[src/rtl/wb_commit_pkg.sv]
// Shared write-back / commit encodings reused by the pipeline-register blocks.
package wb_commit_pkg;

  typedef enum logic [1:0] {
    WB_ALU = 2'b00,
    WB_MEM = 2'b01,
    WB_PC2 = 2'b10,
    WB_LHI = 2'b11
  } wb_sel_e;

  typedef enum logic [1:0] {
    Z_NONE = 2'b00,
    Z_ALU  = 2'b01,
    Z_MEM  = 2'b10
  } z_sel_e;

  localparam logic [15:0] PC_BUBBLE = 16'hb000;

  function automatic logic [15:0] lhi_value(input logic [8:0] imm);
    return {imm, 7'b000_0000};
  endfunction

endpackage

[src/rtl/wb_commit_reg_file.sv]
// 8x16 architectural register file: one write port, two write-through read ports.
module reg_file_8x16
  import wb_commit_pkg::*;
(
  input  logic        clk,
  input  logic        rst,
  input  logic        we,
  input  logic [2:0]  wa,
  input  logic [15:0] wd,
  input  logic [2:0]  ra_addr,
  input  logic [2:0]  rb_addr,
  output logic [15:0] ra_data,
  output logic [15:0] rb_data
);

  logic [15:0] regs_q [8];
  logic [15:0] regs_d [8];

  // next register contents
  always_comb begin
    for (int i = 0; i < 8; i++) begin
      regs_d[i] = regs_q[i];
    end
    if (we) begin
      regs_d[wa] = wd;
    end else begin
      regs_d[wa] = regs_q[wa];
    end
  end

  // register storage
  always_ff @(posedge clk or negedge rst) begin
    if (!rst) begin
      for (int i = 0; i < 8; i++) begin
        regs_q[i] <= 16'h0000;
      end
    end else begin
      for (int i = 0; i < 8; i++) begin
        regs_q[i] <= regs_d[i];
      end
    end
  end

  // read port A, newest value wins
  always_comb begin
    if (we && (ra_addr == wa)) begin
      ra_data = wd;
    end else begin
      ra_data = regs_q[ra_addr];
    end
  end

  // read port B, newest value wins
  always_comb begin
    if (we && (rb_addr == wa)) begin
      rb_data = wd;
    end else begin
      rb_data = regs_q[rb_addr];
    end
  end

endmodule

[src/rtl/wb_commit.sv]
// Write-back / commit stage: selects the write-back value, owns the register
// file, C/Z flags, retire counter and commit trace.
module wb_commit
  import wb_commit_pkg::*;
#(
  parameter int NREG  = 8,
  parameter int CNT_W = 32
) (
  input  logic             clk,
  input  logic             rst,
  input  logic [15:0]      dm_data,
  input  logic [15:0]      PC_plus_2,
  input  logic [15:0]      alu_out,
  input  logic [15:0]      PC,
  input  logic [15:0]      mem_data,
  input  logic [15:0]      mem_addr,
  input  logic [8:0]       Imm2,
  input  logic [1:0]       MemtoReg,
  input  logic [2:0]       RD,
  input  logic             L,
  input  logic             S,
  input  logic             RegWrite,
  input  logic             CWrite,
  input  logic             carry,
  input  logic             invalid1,
  input  logic [1:0]       ZWrite,
  input  logic [2:0]       ra_addr,
  input  logic [2:0]       rb_addr,
  output logic [15:0]      ra_data,
  output logic [15:0]      rb_data,
  output logic             wb_valid,
  output logic [2:0]       wb_rd,
  output logic [15:0]      wb_data,
  output logic             c_flag,
  output logic             z_flag,
  output logic [CNT_W-1:0] retire_cnt,
  output logic [15:0]      commit_pc,
  output logic             commit_store,
  output logic [15:0]      commit_addr,
  output logic [15:0]      commit_sdata
);

  logic             commit_s;
  logic [15:0]      wb_data_s;
  logic             c_flag_q, c_flag_d;
  logic             z_flag_q, z_flag_d;
  logic [CNT_W-1:0] retire_cnt_q, retire_cnt_d;
  logic [15:0]      commit_pc_q, commit_pc_d;
  logic             commit_store_q, commit_store_d;
  logic [15:0]      commit_addr_q, commit_addr_d;
  logic [15:0]      commit_sdata_q, commit_sdata_d;

  // L only matters through MemtoReg, so it is deliberately unused here
  logic unused_s;
  assign unused_s = L;

  assign commit_s = ~invalid1;

  // write-back source select
  always_comb begin
    case (MemtoReg)
      WB_ALU:  wb_data_s = alu_out;
      WB_MEM:  wb_data_s = dm_data;
      WB_PC2:  wb_data_s = PC_plus_2;
      WB_LHI:  wb_data_s = lhi_value(Imm2);
      default: wb_data_s = alu_out;
    endcase
  end

  assign wb_valid = commit_s & RegWrite;
  assign wb_rd    = RD;
  assign wb_data  = wb_data_s;

  reg_file_8x16 u_rf (
    .clk     (clk),
    .rst     (rst),
    .we      (wb_valid),
    .wa      (RD),
    .wd      (wb_data_s),
    .ra_addr (ra_addr),
    .rb_addr (rb_addr),
    .ra_data (ra_data),
    .rb_data (rb_data)
  );

  // flag, counter and trace next state; bubbles hold everything
  always_comb begin
    c_flag_d       = c_flag_q;
    z_flag_d       = z_flag_q;
    retire_cnt_d   = retire_cnt_q;
    commit_pc_d    = commit_pc_q;
    commit_store_d = commit_store_q;
    commit_addr_d  = commit_addr_q;
    commit_sdata_d = commit_sdata_q;
    if (commit_s) begin
      if (CWrite) begin
        c_flag_d = carry;
      end else begin
        c_flag_d = c_flag_q;
      end
      case (ZWrite)
        Z_ALU:   z_flag_d = (alu_out == 16'h0000);
        Z_MEM:   z_flag_d = (dm_data == 16'h0000);
        default: z_flag_d = z_flag_q;
      endcase
      retire_cnt_d   = retire_cnt_q + {{(CNT_W-1){1'b0}}, 1'b1};
      commit_pc_d    = PC;
      commit_store_d = S;
      if (S) begin
        commit_addr_d  = mem_addr;
        commit_sdata_d = mem_data;
      end else begin
        commit_addr_d  = commit_addr_q;
        commit_sdata_d = commit_sdata_q;
      end
    end else begin
      retire_cnt_d = retire_cnt_q;
    end
  end

  // commit state registers
  always_ff @(posedge clk or negedge rst) begin
    if (!rst) begin
      c_flag_q       <= 1'b0;
      z_flag_q       <= 1'b0;
      retire_cnt_q   <= {CNT_W{1'b0}};
      commit_pc_q    <= PC_BUBBLE;
      commit_store_q <= 1'b0;
      commit_addr_q  <= 16'h0000;
      commit_sdata_q <= 16'h0000;
    end else begin
      c_flag_q       <= c_flag_d;
      z_flag_q       <= z_flag_d;
      retire_cnt_q   <= retire_cnt_d;
      commit_pc_q    <= commit_pc_d;
      commit_store_q <= commit_store_d;
      commit_addr_q  <= commit_addr_d;
      commit_sdata_q <= commit_sdata_d;
    end
  end

  assign c_flag       = c_flag_q;
  assign z_flag       = z_flag_q;
  assign retire_cnt   = retire_cnt_q;
  assign commit_pc    = commit_pc_q;
  assign commit_store = commit_store_q;
  assign commit_addr  = commit_addr_q;
  assign commit_sdata = commit_sdata_q;

endmodule

[config.mk]
export PLATFORM = sky130hd
export DESIGN_NAME = wb_commit
export DESIGN_NICKNAME = d
export VERILOG_FILES = /design/src/rtl/wb_commit_pkg.sv /design/src/rtl/wb_commit_reg_file.sv /design/src/rtl/wb_commit.sv
export SDC_FILE = /design/constraint.sdc
export NUM_CORES = 1
export LEC_CHECK = 0
export CAP_MARGIN = 10
export CORE_UTILIZATION = 47
export DETAILED_ROUTE_END_ITERATION = 10
export PLACE_DENSITY = 0.77
export SYNTH_ARGS = -nofsm -noshare
export SYNTH_HDL_FRONTEND = slang
export SYNTH_SLANG_ARGS = --single-unit
[constraint.sdc]
create_clock -name clk -period 2.29 [get_ports clk]
set_input_delay 0.458 -clock clk [delete_from_list [all_inputs] [get_ports clk]]
set_output_delay 0.458 -clock clk [all_outputs]
set_load 0.1 [all_outputs]
Yosys cells after proc, flatten, opt, wreduce, memory -nomap -nowiden
Index checks and enable logic that the tools add are counted.
{ "word_totals": {"ff_bits": 211, "latch_bits": 0, "mem_bits_rw": 0, "romBits": 0, "in_bits": 126, "output_inout_bits": 135, "memories": 0} }
{ "classes": {"n_addsub": 1, "multipliers": 0, "n_div": 0, "magnitude_cmp": 4, "n_eq_ne": 7, "n_shift": 0, "muxes": 18, "n_bitwise": 5, "reduce_logical": 10} }
{ "ops": {"columns": ["operator", "count"], "rows": [
  ["$bwmux 128", 2],
  ["$bmux 16 s3", 3],
  ["$mux 16", 9],
  ["$mux 128", 1],
  ["$pmux 16 s4", 1],
  ["$demux 16 s3", 1],
  ["$add 32x1->32 const B", 1],
  ["$logic_not 16->1", 2],
  ["$ge 4x4->1 const B", 3],
  ["$not 3->4", 3],
  ["$eq 2x2->1 const B", 3],
  ["$eq 3x3->1", 2],
  ["$reduce_and 2->1", 3],
  ["$eq 2x1->1 const B", 2],
  ["$lt 4x1->1 const B", 1],
  ["$logic_and 1x1->1", 3],
  ["$logic_not 2->1", 1],
  ["$pmux 1 s2", 1],
  ["$reduce_bool 2->1", 1],
  ["$and 1x1->1", 1],
  ["$not 1->1", 1]
]} }

Logic depth before layout (Yosys ltp)
{ "depth": {"ltp_word": 7, "ltp_mapped": 9, "ltp_nobuf": 6} }

By module
A second synthesis with hierarchy kept.
{ "unflattened": {"hier_cells": 1172, "hier_area_um2": 12787.3} }
{ "by_module_without_submodules": {"columns": ["module", "instances", "cells_per_inst", "area_per_inst_um2", "seq_area_each_um2"], "rows": [
  ["reg_file_8x16", 1, 877, 8852.2, 3203.1],
  ["wb_commit", 1, 295, 3935.0, 2080.7]
]} }

Least setup slack after synthesis
No wires, ideal clock.
{ "synth_timing": {"kind": "input -> output", "startpoint": "input MemtoReg[0]", "endpoint": "output ra_data[0]", "arrival_time_ps": 4534, "t_required_ps": 1832, "path_slack_ps": -2702, "stages": 7, "path_cell_list": "buf_2 -> buf_4 -> buf_2 -> mux2i_1 -> o21ai_0 -> nand2_1 -> o21ai_0"} }
{ "synth_via": {"elab_chain_len": 3, "elab_cells_between_ends": 6, "cone_classes": "eq/ne (3); mux (2); reduce/logical (1)"} }
{ "synth_rtl": {"columns": ["element", "line_no", "text"], "rows": [
  ["start, declared", "wb_commit.sv:18", "input logic [1:0] MemtoReg,"],
  ["$eq 2x2->1 (tied with other cells)", "wb_commit.sv:61", "case (MemtoReg)"],
  ["$pmux 16 s4 (*)", "wb_commit.sv:61", null],
  ["named net wb_data[0]", "wb_commit.sv:33", "output logic [15:0] wb_data,"],
  ["$mux 16 (*)", "wb_commit_reg_file.sv:46", "if (we && (ra_addr == wa)) begin"],
  ["end, declared", "wb_commit.sv:29", "output logic [15:0] ra_data,"]
]} }
The timed path passes the listed nets; every way through them passes the cells marked *.

Worst setup path in the final report
{ "layout_timing": {"startpoint": "register u_rf.regs_q[59] (netlist bit)", "endpoint": "output rb_data[11]"} }
{ "layout_via": {"elab_chain_len": 4} }
{ "layout_rtl": {"columns": ["element", "line_no", "text"], "rows": [
  ["start, declared", "wb_commit_reg_file.sv:16", "logic [15:0] regs_q [8];"],
  ["start signal, assigned by index", "wb_commit_reg_file.sv:39", "regs_q[i] <= regs_d[i];"],
  ["$bmux 16 s3", "wb_commit_reg_file.sv:58", "rb_data = regs_q[rb_addr];"],
  ["$mux 16 (not written as such) (2 in series)", "wb_commit_reg_file.sv:58", null],
  ["$mux 16", "wb_commit_reg_file.sv:55", "if (we && (rb_addr == wa)) begin"],
  ["end, declared", "wb_commit.sv:30", "output logic [15:0] rb_data,"]
]} }
Every way passes these cells. The select of a mux whose other input is x is not followed.

==> metrics.yaml <==
outcome:
  outcome: "finished, violations left"
  violations: "negative setup slack"
yosys:
  avgSynthCellArea_um2: 11.2
  syn-instance-count: 1102
  syn_area_um2: 12400
  synth.distinct_cells: 57
  synth_top_area_cell: "dfrtp_1"
  synth_seq_cells: 211
  synth_top_area_share_pct: 42.0
  syn_nets: 1230
  synth_edf_count: 0
  seq_area_frac_synth_pct: 42.7
  synth_warnings: 0
  ys.flop_type: "dfrtp_1"
  async_flop_share_pct: 100
  synthTopCellsByArea: "dfrtp_1, mux4_2, mux2i_1, mux2_2, nand2_1"
critical_path:
  critPathMaxStageDelay_ns: 0.52
  path_class: "flip-flop to output pin"
  crit_path_end_kind: "output pin"
  cp.required_ns: 1.83
  cp_num_buf_inv: 2
  crit_family: "multiplexers"
  cp_slowest_cell: "mux4_2"
  crit_fanout: 4
  cp_cell_sequence: "mux4_2, mux2i_2, buf_4, o21ai_4, buf_12"
  cp.arrival_ns: 2.06
  start_kind: "flip-flop"
timing:
  slew_headroom_pct: 52.3
  tightest_slew_ns: 0.716
  fin_ws_ns: -0.224
  rsz0062_at_grt: "yes"
  fin_crit_sh_pct: 110
  fmaxAchievable_mhz: 398
  post-route-min-period_ns: 2.51
  hold_violations: 0
  setup_viol: 32
  skew_ns: 0.0136
  setup_tns_ns: -4.03
  hold_slack_ns: 0.484
  finalMaxSlewViolations: 0
global_route:
  antenna_found_initial: 0
  grt_first_pass_wirelength_mm: 66.5
  grt_pass1_vias: 12000
  grt_use_total_pct: 32.6
  overflow: 0
  grt_start_max_net_pins: 77
clocking:
  root_buffer: "clkbuf_16"
  path_clk_slew_ns: 0.06
  tritoncts: "yes"
  cts_max_path_buffers: 3
  insertion_delay_ns: 0.54
  htreeDepth: 1
  cts_buffers: 24
  clock-sinks: 211
place:
  dp_cells: 1777
  gp_congestion: 0.899
  dp_hpwl_mm: 28.5
  portBuffers: 259
route:
  drt_iter0_drc: 944
  vias_per_cell: 6.22
  drcViolationCount: 0
  routed_wl_mm: 44.7
  detail-route-antenna-nets: 0
  wl_per_cell_um: 23.4
  vias: 11900
  firstDrtPassIters: 5
floorplan:
  rows: 59
  fp.coreArea_um2: 26000
  die_w_um: 164
  dieArea_um2: 27000
  top_level_ports: 261
  die_h_um: 164
  initial_utilization_pct: 47.7
job:
  maxCapViolCount: 0
cells_and_area:
  nFillCells: 1578
  layout-drive-gt1-share_pct: 46.2
  n_antenna_cell: 0
  areaGrowthSynthToFinish_pct: 56.0
  final_nets: 1683
  layout.cells.non_filler: 1908
  multi_input_area_um2: 7430
  utilization_pct: 74.4
  ff_latch_area_um2: 5290
pwr:
  total_power_uw: 17800
  p_per_area_nw_per_um2: 921
  leakagePower_uw: 0.00842
  peakVddDrop_mv: 0.738
hold_path:
  hp-class: "flip-flop to flip-flop"
cells in the mapped netlist (all sizes together) (3+ instances only):
master / count
a21o: 3
a21oi: 40
a31o: 3
and2: 12
and3: 7
and3b: 3
and4: 3
buf: 42
clkbuf: 54
dfrtp: 208
dfstp: 3
inv: 8
mux2: 55
mux2i: 80
mux4: 82
nand2: 144
nand2b: 11
nand3: 21
nand3b: 18
nand4: 13
nor2: 17
nor2b: 8
nor3: 10
nor3b: 5
nor4: 14
nor4b: 14
o211ai: 6
o21ai: 124
o22ai: 3
o31ai: 23
o32ai: 5
or3b: 8
xnor2: 26
xor2: 11
logic make-up (layout without fill, tap and decap cells):
group | after synthesis | count (layout) | synth area share [%]
xor+xnor | 37 | 37 | 2.62
fa+ha+maj | 2 | 2 | 0.202
mux | 217 | 217 | 26.4
simple gates | 315 | 315 | 13.3
flops | 211 | 211 | 42.7
buf+inv | 104 | 575 | 3.81
compound gates | 216 | 216 | 11.1
what timing repair did:
action,4_1_cts,5_1_grt
buffers inserted,65,16
setup endpoints to repair,49,41
endpoints found under the hold margin,26,0
gates cloned,6,1
gates resized for setup,62,29
hold buffers,1,0
pin swaps,16,7
area by class of cell:
cell class                 count  share of cell area [%]
timing repair buffer         523                    27.5
tap                          335                    2.17
sequential                   211                    27.4
multi-input combinational    787                    38.5
inverter                       8                   0.155
clock inverter                11                   0.835
clock buffer                  33                    3.44
power breakdown:
part / switching (uW) / internal [uW]
logic: 5070 / 3460
clock network: 1660 / 2400
registers: 726 / 4470
total: 7460 / 10300
routing by layer:
layer	vias to the layer above	routed length (um)	global-route usage [%]
met4	0	2910	19.4
met5	-	0	0
li1	5009	-	-
met2	867	20700	53.1
met1	5761	15500	37.2
met3	234	5550	11.1
path summary, 6_finish.rpt:
path | end | from | cells past startpoint | slack (ns)
setup / recovery | rb_data[11] | u_rf.regs_q[59] | 5 | -0.22
hold / removal | retire_cnt[31] | retire_cnt[31] | 1 | 0.48
setup reg to reg | u_rf.regs_q[66] | u_rf.regs_q[18] | 5 | 0.18
hold reg to reg | retire_cnt[31] | retire_cnt[31] | 1 | 0.48
max in group asynchronous | u_rf.regs_q[64] | rst | 3 | 1.04
min in group asynchronous | u_rf.regs_q[118] | rst | 2 | 0.55
worst register-to-register path: stages, from the launching register on:
cell and delay (ns):
dfrtp_1 0.40, buf_4 0.15, mux2_2 0.26, mux4_2 0.49
o31ai_4 0.43, o21ai_0 0.23
flip-flops by register name, summed over array words and instances (netlist names):
register      count
u_rf.regs_q     128
retire_cnt       32
commit_addr      16
commit_pc        16
commit_sdata     16
c_flag            1
commit_store      1
z_flag            1
cells in the final DEF, fill, tap and decap left out, drive strengths merged, types with 4 or more instances in the layout:
cell type and instances:
o32ai 5, o31ai 23, nand3 21, dlygate4sd2 11, nand4 13, xnor2 26
xor2 11, mux2 55, nand2b 11, or3b 8, clkbuf 39, a21oi 40
o211ai 6, and3 7, clkdlybuf4s50 93, nand3b 18, nor3 10, dlymetal6s2s 6
inv 11, dfrtp 208, nand2 144, mux4 82, buf 403, nor4 14
and2 12, nor4b 14, clkinv 4, mux2i 80, nor3b 5, o21ai 124
nor2 17, nor2b 8
per-stage QoR:
stage,area (um^2),setup slack [ns]
global route,19300,-0.239
floorplan,13300,-0.304
CTS,19100,-0.183
detailed placement,17500,-0.581
global placement,17500,-0.534
finish,19300,-0.224
No activity file was read; power rests on OpenSTA's default activity.
==> patch 1, RTL diff (same flow settings) <==
`commit_addr_q` and `commit_sdata_q` no longer have a reset.
--- a/src/rtl/wb_commit.sv
+++ b/src/rtl/wb_commit.sv
@@ -126,17 +126,18 @@
       retire_cnt_q   <= {CNT_W{1'b0}};
       commit_pc_q    <= PC_BUBBLE;
       commit_store_q <= 1'b0;
-      commit_addr_q  <= 16'h0000;
-      commit_sdata_q <= 16'h0000;
     end else begin
       c_flag_q       <= c_flag_d;
       z_flag_q       <= z_flag_d;
       retire_cnt_q   <= retire_cnt_d;
       commit_pc_q    <= commit_pc_d;
       commit_store_q <= commit_store_d;
-      commit_addr_q  <= commit_addr_d;
-      commit_sdata_q <= commit_sdata_d;
     end
+  end
+
+  always_ff @(posedge clk) begin
+    commit_addr_q  <= commit_addr_d;
+    commit_sdata_q <= commit_sdata_d;
   end
 
   assign c_flag       = c_flag_q;
Function: changed (a bounded check fails within 4 cycles, from zero or initial values and one cycle with rst low).
==> patch 1 against the unedited design <==
The run still ends with negative setup slack left. Sequential cell count stayed put. Count of clock-buffer cells in the layout fell by 4. Area after synthesis grew 0.36%. Clock skew grew 0.0042 ns. Total power is 6.6% lower. Clock power down 14%. Worst setup slack better by 0.027 ns. Final area hardly changed. Non-clock buffer count fell by 3. Critical path type unchanged. Register-to-register slack lost 0.02 ns. Routed wire length is 1.8% higher. Critical path depth is the same.
==> patch 1: results (changes against the unedited design) <==
[outcome]
status=finished, violations left  ; unchanged
violations=negative setup slack  ; unchanged

[routing]
vias=11900  ; about the same
drt_first_pass_iters=6  ; was 5

[min_path]
holdPathStages=4  ; was 1
holdCritPathClass=primary input to flip-flop  ; was flip-flop to flip-flop
min-delay-start=dm_data[14]  ; was retire_cnt[31]

[power]
leakage_nw=8.23  ; was 8.42 nW

[layout]
nNetsFinal=1672  ; was 1683

[logic_synthesis]
synth_edf_count=32  ; was 0
synth_fa_ha_area_share_pct=0.201  ; was 0.202%
synthMuxAreaShare_pct=25.6  ; was 26.4%
syn-num-nets=1227  ; was 1230
async_flop_share_pct=84.8  ; was 100%
synth_compound_area_share_pct=11.0  ; was 11.1%
yosysSeqAreaShare_pct=43.8  ; was 42.7%

[sta]
worst_slack_ns=-0.197  ; was -0.224 ns
tightest_slew_ns=0.718  ; was 0.716 ns
setup_viol=33  ; was 32
setup_tns_ns=-3.93  ; was -4.03 ns

[global_routing]
grt_max_degree=56  ; was 77
grt_use_met2_pct=55.4  ; was 53.1%
met3_usage_pct=7.81  ; was 11.1%
grt.total_usage_pct=33.6  ; was 32.6%

[worst_setup_path]
r2r-end=u_rf.regs_q[18]  ; was u_rf.regs_q[66]
crit_path_max_incr_delay_ns=0.49  ; was 0.52 ns
rrSetupSlack_ns=0.16  ; was 0.18 ns

[placed_design]
placed_cell_area_um2=17600  ; was 17500 um^2

==> patch 1: cell types whose count changed in the layout (fill, tap and decap cells not counted), sizes merged, moves of 8 or more <==
cell,change
o21ai,-39
dlygate4sd2,+12
edfxtp,+32
mux2,-29
clkbuf,-9
mux2i,+36
a31oi,+32
dfrtp,-32
and2,-8
clkdlybuf4s50,-10
nor2,+8
nand2,-20
clkinv,+8
==> patch 1: layout make-up <==
cell class | count | area [um^2]
tap | 335 | 419
fill | 1600 | 6660
clock buffer | 29 | 628
clock inverter | 13 | 75.1
inverter | 8 | 30.0
multi-input combinational | 780 | 7380
timing repair buffer | 520 | 5350
sequential | 211 | 5450
==> patch 1: repair_timing <==
item,in CTS,in global routing
gates cloned,6,0
hold buffers,1,0
pin swaps,10,5
buffers inserted,67,17
endpoints found under the hold margin,40,0
resized for setup,88,28
setup endpoints to repair,49,41
==> patch 1: cell families after synthesis <==
| logic type | after synthesis |
|---|---|
| fa+ha+maj | 2 |
| simple gates | 301 |
| flops | 211 |
| buf+inv | 108 |
| xor+xnor | 37 |
| mux | 219 |
| compound gates | 221 |
==> patch 1: power by group through the flow <==
stage,sequential [mW],combinational (mW),clock (mW)
after floorplan,5.98,3.88,0
after global placement,5.16,7.12,0
after detailed placement,5.23,7.23,0
after CTS,5.12,7.72,3.55
after global routing,5.25,8.24,3.69
final,5.18,7.92,3.50
==> patch 1: stage by stage <==
| stage | cells | worst slack (ns) | util [%] |
|---|---|---|---|
| after floorplan | 1099 | -0.242 | - |
| after global placement | 1764 | -0.428 | 67.8 |
| after detailed placement | 1764 | -0.464 | 67.8 |
| after CTS | 1880 | -0.187 | 73.6 |
| after global routing | 1896 | -0.246 | 74.4 |
| final | 1896 | -0.197 | 74.4 |
==> patch 1: how the worst max path moves through the flow <==
stage                               start           to  slack [ns]  depth (start not counted)
after floorplan               MemtoReg[0]   ra_data[1]       -0.24                          7
after global placement           invalid1   ra_data[1]       -0.43                          7
after detailed placement       rb_addr[1]  rb_data[12]       -0.46                          8
after CTS                 u_rf.regs_q[12]  rb_data[12]       -0.19                          5
after global routing      u_rf.regs_q[27]  rb_data[11]       -0.25                          5
final                     u_rf.regs_q[74]  ra_data[10]       -0.20                          5
==> patch 1: critical path, delay by kind of cell (launching register included) <==
family / cells / cell delay [ns]
AOI/OAI and AO/OA: 1 / 0.05
muxes: 2 / 0.72
DFF: 1 / 0.41
buffers and inverters: 2 / 0.32
==> patch 1: routing by layer <==
metal | part of all wire [%] | up-vias
met3 | 11 | 178
met1 | 35 | 5896
li1 | - | 5060
met5 | 0 | -
met4 | 5.0 | 0
met2 | 48 | 808
==> patch 2, RTL diff (same flow settings) <==
Made on the original files. `CNT_W`: 32 -> 48.
--- a/src/rtl/wb_commit.sv
+++ b/src/rtl/wb_commit.sv
@@ -4,7 +4,7 @@
   import wb_commit_pkg::*;
 #(
   parameter int NREG  = 8,
-  parameter int CNT_W = 32
+  parameter int CNT_W = 48
 ) (
   input  logic             clk,
   input  logic             rst,
Interface: changed (resized retire_cnt); port bits go from 261 to 277. No check against the original RTL was run, so the function may have changed too.
==> patch 2 against the unedited design <==
The run still ends with negative setup slack left. Cell count increased by 6.6%. Area after synthesis increased by 8.0%. Final area increased by 4.8%. Routed wire length about the same. Highest routed layer unchanged. Total power increased by 2.0%. Critical path type unchanged. Sequential share of layout area increased by 0.74 points. Sequential cell count increased by 16. Worst setup slack improved by 0.031 ns.
==> patch 2: results (changes against the unedited design) <==
[min_path]
min_to=retire_cnt[2]  ; was retire_cnt[31]
holdCritPathClass=primary input to flip-flop  ; was flip-flop to flip-flop

[clocking]
cts_buffers=25  ; was 24
postCtsSetupRepairBufs=60  ; was 65
cts_resized=74  ; was 62

[global_routing]
grt.total_usage_pct=30.6  ; was 32.6%
grt_first_pass_wirelength_um=68600  ; was 66500 um
grt_max_degree=56  ; was 77
grt_pass1_vias=12600  ; was 12000

[sta]
slew_headroom_pct=58.8  ; was 52.3%
worst_slack_ns=-0.193  ; was -0.224 ns
setup_tns_ns=-3.88  ; was -4.03 ns
setup_viol=33  ; was 32
fin_worst_skew_ns=0.00835  ; was 0.0136 ns

[placed_design]
io_buffers=275  ; was 259
hpwl_um=30700  ; was 28500 um
dp_slack_ns=-0.477  ; was -0.581 ns

[layout]
final_cells=2034  ; was 1908
nNetsFinal=1767  ; was 1683

[logic_synthesis]
synth_commonest_cells=dfrtp_1, nand2_1, mux4_2, o21ai_0, mux2i_1  ; was dfrtp_1, nand2_1, o21ai_0, mux4_2, mux2i_1
ys_types=68  ; was 57
syn_inst=1188  ; was 1102

[routing]
vias_per_cell=5.98  ; was 6.22
wire_per_inst_um=22.0  ; was 23.4 um

[power]
leakage_nw=8.94  ; was 8.42 nW
power_switching_share_pct=40.7  ; was 41.9%
seq-power_mw=5.49  ; was 5.20 mW
p_switching_mw=7.39  ; was 7.46 mW
peakVddDrop_uv=795  ; was 738 uV
pwr.group.clock_mw=4.32  ; was 4.06 mW

[worst_setup_path]
crit_path_max_incr_delay_ns=0.49  ; was 0.52 ns
reg2reg_from=retire_cnt[9]  ; was u_rf.regs_q[18]
crit_path_start=u_rf.regs_q[2]  ; was u_rf.regs_q[59]

[outcome]
violations=negative setup slack  ; unchanged
status=finished, violations left  ; unchanged

patch 2: logic make-up (layout without fill, tap and decap cells):
group,count (synthesis),after routing,synth area share [%]
mux,219,219,25.0
buf+inv,111,579,4.31
xor+xnor,53,53,3.47
simple gates,357,357,13.8
flops,227,227,42.5
fa+ha+maj,2,2,0.187
compound gates,219,219,10.8
patch 2: layout make-up:
cell class	instances	area, um^2	area share (%)
Sequential cell	227	5690	28.1
Clock buffer	35	753	3.72
Timing Repair Buffer	522	5260	26.0
Clock inverter	9	140	0.692
Tap cell	378	473	2.34
Inverter	13	48.8	0.241
Multi-Input combinational cell	850	7870	38.9
patch 2: metal layers:
layer / up-vias / global-route usage (%) / share of wire, %
met1: 5987 / 36.1 / 36
li1: 5322 / - / -
met3: 131 / 7.29 / 10
met2: 733 / 51.7 / 49
met5: - / 0 / 0
met4: 0 / 16.3 / 4.7
